File: src/rtl/regfile_scoreboard_if.sv
// Decode/writeback-side bundle for the register file with busy scoreboard.
// master: the pipeline driving addresses, writebacks and allocations.
// slave:  the register file answering with read data, busy bits and count.
`timescale 1ns/1ps
interface regfile_scoreboard_if #(
    parameter int DATA_W = 32,
    parameter int ADDR_W = 4
);
    logic [ADDR_W-1:0] rs1_addr;
    logic [ADDR_W-1:0] rs2_addr;
    logic [DATA_W-1:0] rs1_data;
    logic [DATA_W-1:0] rs2_data;
    logic              rs1_busy;
    logic              rs2_busy;
    logic              wr_en;
    logic [ADDR_W-1:0] wr_addr;
    logic [DATA_W-1:0] wr_data;
    logic              alloc_en;
    logic [ADDR_W-1:0] alloc_addr;
    logic              flush;
    logic [ADDR_W:0]   busy_count;

    modport master (
        output rs1_addr, rs2_addr, wr_en, wr_addr, wr_data,
               alloc_en, alloc_addr, flush,
        input  rs1_data, rs2_data, rs1_busy, rs2_busy, busy_count
    );

    modport slave (
        input  rs1_addr, rs2_addr, wr_en, wr_addr, wr_data,
               alloc_en, alloc_addr, flush,
        output rs1_data, rs2_data, rs1_busy, rs2_busy, busy_count
    );
endinterface

File: src/rtl/regfile_scoreboard.sv
// 2-read/1-write register file with same-cycle write bypass and a per-register
// busy scoreboard (set on allocate, cleared on writeback, cleared en masse by
// flush). busy_count tracks the number of busy registers incrementally.
`timescale 1ns/1ps
module regfile_scoreboard #(
    parameter int DATA_W   = 32,
    parameter int ADDR_W   = 4,
    parameter int ZERO_REG = 1,
    parameter int BYPASS   = 1
) (
    input logic                 clk,
    input logic                 reset,
    regfile_scoreboard_if.slave rf
);
    localparam int DEPTH = 1 << ADDR_W;

    logic [DATA_W-1:0] regs_q [DEPTH];
    logic [DEPTH-1:0]  busy_q;
    logic [DEPTH-1:0]  busy_d;
    logic [ADDR_W:0]   count_q;
    logic [ADDR_W:0]   count_d;
    logic              wr_ok;
    logic              alloc_ok;
    logic              inc;
    logic              dec;

    // Qualify write/alloc (register 0 is hardwired when ZERO_REG is set) and
    // compute next busy vector and count; alloc is applied after clear/flush.
    always_comb begin
        wr_ok    = rf.wr_en    && !((ZERO_REG != 0) && (rf.wr_addr    == '0));
        alloc_ok = rf.alloc_en && !((ZERO_REG != 0) && (rf.alloc_addr == '0));
        inc      = 1'b0;
        dec      = 1'b0;

        busy_d = rf.flush ? '0 : busy_q;
        if (wr_ok)
            busy_d[rf.wr_addr] = 1'b0;
        if (alloc_ok)
            busy_d[rf.alloc_addr] = 1'b1;

        if (rf.flush) begin
            count_d = {{ADDR_W{1'b0}}, alloc_ok};
        end else begin
            inc     = alloc_ok && !busy_q[rf.alloc_addr];
            dec     = wr_ok && busy_q[rf.wr_addr] &&
                      !(alloc_ok && (rf.alloc_addr == rf.wr_addr));
            count_d = count_q + (ADDR_W+1)'(inc) - (ADDR_W+1)'(dec);
        end
    end

    // Combinational read ports: stored value, overridden by bypass, then by reg 0.
    always_comb begin
        rf.rs1_data = regs_q[rf.rs1_addr];
        rf.rs1_busy = busy_q[rf.rs1_addr];
        if ((BYPASS != 0) && rf.wr_en && (rf.rs1_addr == rf.wr_addr)) begin
            rf.rs1_data = rf.wr_data;
            rf.rs1_busy = 1'b0;
        end
        if ((ZERO_REG != 0) && (rf.rs1_addr == '0)) begin
            rf.rs1_data = '0;
            rf.rs1_busy = 1'b0;
        end

        rf.rs2_data = regs_q[rf.rs2_addr];
        rf.rs2_busy = busy_q[rf.rs2_addr];
        if ((BYPASS != 0) && rf.wr_en && (rf.rs2_addr == rf.wr_addr)) begin
            rf.rs2_data = rf.wr_data;
            rf.rs2_busy = 1'b0;
        end
        if ((ZERO_REG != 0) && (rf.rs2_addr == '0)) begin
            rf.rs2_data = '0;
            rf.rs2_busy = 1'b0;
        end

        rf.busy_count = count_q;
    end

    // Register storage: cleared on reset, one write per cycle otherwise.
    always_ff @(posedge clk) begin
        if (reset)
            regs_q <= '{default: '0};
        else if (wr_ok)
            regs_q[rf.wr_addr] <= rf.wr_data;
    end

    // Scoreboard state and busy counter.
    always_ff @(posedge clk) begin
        if (reset) begin
            busy_q  <= '0;
            count_q <= '0;
        end else begin
            busy_q  <= busy_d;
            count_q <= count_d;
        end
    end
endmodule
File: src/flat_wrapper.sv
// flat-port wrapper written by rule: the top's interface ports become plain ports
module regfile_scoreboard_flat 
#(
    parameter int DATA_W   = 32,
    parameter int ADDR_W   = 4,
    parameter int ZERO_REG = 1,
    parameter int BYPASS   = 1
)
  (clk, reset, rf_rs1_addr, rf_rs2_addr, rf_wr_en, rf_wr_addr, rf_wr_data, rf_alloc_en, rf_alloc_addr, rf_flush, rf_rs1_data, rf_rs2_data, rf_rs1_busy, rf_rs2_busy, rf_busy_count);
  regfile_scoreboard_if #(.DATA_W(DATA_W), .ADDR_W(ADDR_W)) rf_i ();
  input logic clk;
  input logic reset;
  input wire logic [$bits(rf_i.rs1_addr)-1:0] rf_rs1_addr;
  input wire logic [$bits(rf_i.rs2_addr)-1:0] rf_rs2_addr;
  input wire logic [$bits(rf_i.wr_en)-1:0] rf_wr_en;
  input wire logic [$bits(rf_i.wr_addr)-1:0] rf_wr_addr;
  input wire logic [$bits(rf_i.wr_data)-1:0] rf_wr_data;
  input wire logic [$bits(rf_i.alloc_en)-1:0] rf_alloc_en;
  input wire logic [$bits(rf_i.alloc_addr)-1:0] rf_alloc_addr;
  input wire logic [$bits(rf_i.flush)-1:0] rf_flush;
  output wire logic [$bits(rf_i.rs1_data)-1:0] rf_rs1_data;
  output wire logic [$bits(rf_i.rs2_data)-1:0] rf_rs2_data;
  output wire logic [$bits(rf_i.rs1_busy)-1:0] rf_rs1_busy;
  output wire logic [$bits(rf_i.rs2_busy)-1:0] rf_rs2_busy;
  output wire logic [$bits(rf_i.busy_count)-1:0] rf_busy_count;
  assign rf_i.rs1_addr = rf_rs1_addr;
  assign rf_i.rs2_addr = rf_rs2_addr;
  assign rf_i.wr_en = rf_wr_en;
  assign rf_i.wr_addr = rf_wr_addr;
  assign rf_i.wr_data = rf_wr_data;
  assign rf_i.alloc_en = rf_alloc_en;
  assign rf_i.alloc_addr = rf_alloc_addr;
  assign rf_i.flush = rf_flush;
  assign rf_rs1_data = rf_i.rs1_data;
  assign rf_rs2_data = rf_i.rs2_data;
  assign rf_rs1_busy = rf_i.rs1_busy;
  assign rf_rs2_busy = rf_i.rs2_busy;
  assign rf_busy_count = rf_i.busy_count;
  regfile_scoreboard #(.DATA_W(DATA_W), .ADDR_W(ADDR_W), .ZERO_REG(ZERO_REG), .BYPASS(BYPASS)) u_core (.clk(clk), .reset(reset), .rf(rf_i));
endmodule
File: config.mk
export PLATFORM = sky130hd
export DESIGN_NAME = regfile_scoreboard_flat
export DESIGN_NICKNAME = d
export VERILOG_FILES = /design/src/rtl/regfile_scoreboard_if.sv /design/src/rtl/regfile_scoreboard.sv /design/src/flat_wrapper.sv
export SDC_FILE = /design/constraint.sdc
export NUM_CORES = 2
export LEC_CHECK = 0
export BUFFER_PORTS_ARGS = -buffer_cell sky130_fd_sc_hd__buf_4
export CORE_MARGIN = 5
export CORE_UTILIZATION = 40
export DETAILED_ROUTE_END_ITERATION = 8
export PLACE_DENSITY = 0.58
export SETUP_SLACK_MARGIN = 0.3
export SKIP_CTS_REPAIR_TIMING = 1
export SLEW_MARGIN = 20
export SYNTH_ARGS = -nofsm -noshare
export SYNTH_HDL_FRONTEND = slang
export SYNTH_SLANG_ARGS = --single-unit
export TNS_END_PERCENT = 100
File: constraint.sdc
create_clock -name clk -period 3.2 [get_ports clk]
set_input_delay 0.48 -clock clk [delete_from_list [all_inputs] [get_ports clk]]
set_output_delay 0.48 -clock clk [all_outputs]
set_load 0.02 [all_outputs]
==> results.txt <==
Vias -> 24937
Yosys cell types -> 44
Avg WL per Cell -> 26.0 microns
Ant. Diodes -> 0
Worst-path clk slew -> 0.07 ns
RSZ-0062 raised after global routing -> true
initial antenna violation count -> 1
static leakage -> 11.0 nW
drt total wl -> 105000 microns
fin crit share -> 90.8%
most common library cell in the layout ignoring fill and taps -> nand2_1
Mapped Area -> 27500 sq um
clk_skew -> 0.00345 ns
Remaining Overflow, GRT -> 0
most used cell, CP -> mux4_2
register area -> 10700 sq um
Slew @ Worst Pin -> 0.738 ns
Area Growth Syn to Fin -> 16.1%
Setup-failing EPs final -> 0
maximum VDD drop -> 0.450 mV
Yosys reg bits -> 533
initial DRC count -> 3293
slowest CP cell -> mux4_2
critical path endpoint category -> register
Syn. warnings -> 0
pwr dens -> 490 nW/um^2
DRC viols -> 0
Avg Cell Area, Syn -> 8.80 sq um
fin util -> 46.7%
syn nets -> 3185
Final Hold Vio Count -> 0
Final GP Congestion -> 0.881
pin count of the biggest net entering global routing -> 136
CP Cell Sequence -> mux4_2, mux4_2, o2111a_1, ha_1, inv_1, ha_2, fa_2, a21o_1, a21oi_2, xnor2_1, nor3_1
Final nets -> 3157
crit path max fanout -> 5
post-route ant nets -> 0
worst path required time -> 3.72 ns
core area -> 68300 sq um
Buf+Inv Stages, Crit Path -> 1
TritonCTS clock tree -> built
Worst Hold Class -> input pin to register
# H-tree levels -> 2
Max-Cap Viols -> 0
dpl cells -> 3915
Critical Path AT -> 3.43 ns
Tot GR Track Use -> 27.1%
Port Buffers -> 123
top-level I/O count -> 124
first-pass GRT wire length -> 155000 microns
clock sinks -> 533
area of the multi-input gates -> 15500 sq um
DIE AREA -> 74100 sq um
final instance count without filler cells -> 4030
Hold WS -> 0.0566 ns
vias in the first global route -> 24328
Filler cells -> 6301
Final Max Slew Viols -> 0
row count -> 96
DRT Pass-1 Iters -> 8
Setup CP Type -> register to register
Die X -> 272 microns
fin crit period -> 2.91 ns
CTS buffer count -> 59
Total Power -> 0.0156 W
f_max -> 0.344 GHz
vias per cell -> 6.19
proportion of layout cells with a drive suffix above 1 -> 21.1%
max incr delay on CP -> 0.47 ns
CTS Root Cell -> clkbuf_16
Synth Instances -> 3126
clk buf depth -> 3
DPL Wire Length -> 62400 microns
Starting Density -> 40.2%
element type at the critical path start -> register
register area share after synthesis -> 38.8%
Die H -> 272 microns
Rel. slew slack -> 50.6%
Skew-Pair Late Insertion Delay -> 0.63 ns
delay-heaviest family, CP -> multiplexers
commonest non-fill, non-tap cells in the layout -> nand2_1 (1063), dfxtp_1 (526), a21oi_1 (484)
status -> finished, final reports clean
[state kept, by name (all words and copies together), names as in the netlist]
signal / cells
u_core.rf.busy_count: 5
u_core.regs_q: 512
u_core.busy_q: 16
[layer usage]
metal	up-vias	track usage, %	part of all wire [%]
li1	10910	-	-
met4	2	11.0	4.5
met2	1503	43.7	46
met1	12205	35.8	39
met5	-	0	0.0076
met3	317	5.85	11
[report_power, final]
group | switching (W) | leakage, nW | internal, W | total (W)
sequential | 0.0000634 | 4.31 | 0.00672 | 0.00678
combinational | 0.00106 | 5.63 | 0.000578 | 0.00164
clock | 0.00296 | 1.02 | 0.00425 | 0.00721
total | 0.00408 | 11.0 | 0.0116 | 0.0156
[through the flow]
stage	worst slack, ns	TNS (ns)	area, sq um
floorplan	0.149	0	27500
detailed placement	-0.0353	-0.0353	29700
CTS	0.115	0	31800
global route	0.200	0	31900
finish	0.295	0	31900
global placement	-0.0681	-0.0681	29700
[cell families (layout without fill, tap and decap cells)]
group | count (synthesis) | count (layout) | share of synthesized area (%)
AO/OA/AOI/OAI | 731 | 731 | 15.6
XOR/XNOR | 15 | 15 | 0.478
adder cells (fa/ha/maj) | 6 | 6 | 0.300
buffers and inverters | 344 | 366 | 5.56
flip-flops | 533 | 533 | 38.8
multiplexers | 309 | 309 | 22.5
AND/OR/NAND/NOR | 1188 | 1188 | 16.9
[area by class of cell]
| type | instances | share of cell area, % |
|---|---|---|
| clock buffers | 93 | 5.75 |
| flip-flops and latches | 533 | 33.5 |
| well taps | 882 | 3.46 |
| multi-input cells | 2249 | 48.7 |
| clock inverters | 18 | 0.776 |
| repair buffers | 246 | 7.75 |
| inverters | 9 | 0.106 |
[synth_stat cells (all sizes together)]
master | instances | area share [%]
nand2 | 1074 | 15
dfxtp | 533 | 39
a21oi | 486 | 8.9
mux4 | 243 | 20
clkbuf | 228 | 3.1
buf | 107 | 2.3
a22oi | 96 | 2.6
a22o | 64 | 2.0
nor2 | 43 | 0.59
nor2b | 38 | 0.86
mux2 | 33 | 1.4
mux2i | 33 | 1.2
o21ai | 32 | 0.58
o22ai | 30 | 0.68
xnor2 | 12 | 0.38
a32oi | 11 | 0.35
nor3 | 10 | 0.24
inv | 9 | 0.12
nand3 | 8 | 0.15
ha | 5 | 0.23
a32o | 4 | 0.15
and2 | 4 | 0.091
nand4 | 3 | 0.068
xor2 | 3 | 0.096
a21o | 2 | 0.055
and3 | 2 | 0.045
o211a | 2 | 0.073
or2 | 2 | 0.045
and3b | 1 | 0.032
fa | 1 | 0.073
nand2b | 1 | 0.023
nand3b | 1 | 0.027
nor3b | 1 | 0.027
o2111a | 1 | 0.041
o311ai | 1 | 0.032
o31ai | 1 | 0.045
o41ai | 1 | 0.032
[final timing paths]
kind	startpoint	end	slack, ns	cells after the start
worst max-delay path	u_core.busy_q[10]$_SDFF_PP0_	u_core.rf.busy_count[4]$_SDFF_PP0_	0.29	11
worst min-delay path	rf_flush	u_core.rf.busy_count[2]$_SDFF_PP0_	0.06	2
worst max register to register	u_core.busy_q[10]$_SDFF_PP0_	u_core.rf.busy_count[4]$_SDFF_PP0_	0.29	11
worst min register to register	u_core.regs_q[299]$_SDFFE_PP0P_	u_core.regs_q[299]$_SDFFE_PP0P_	0.46	2
Note: power is estimated with default switching activity, not from simulation.
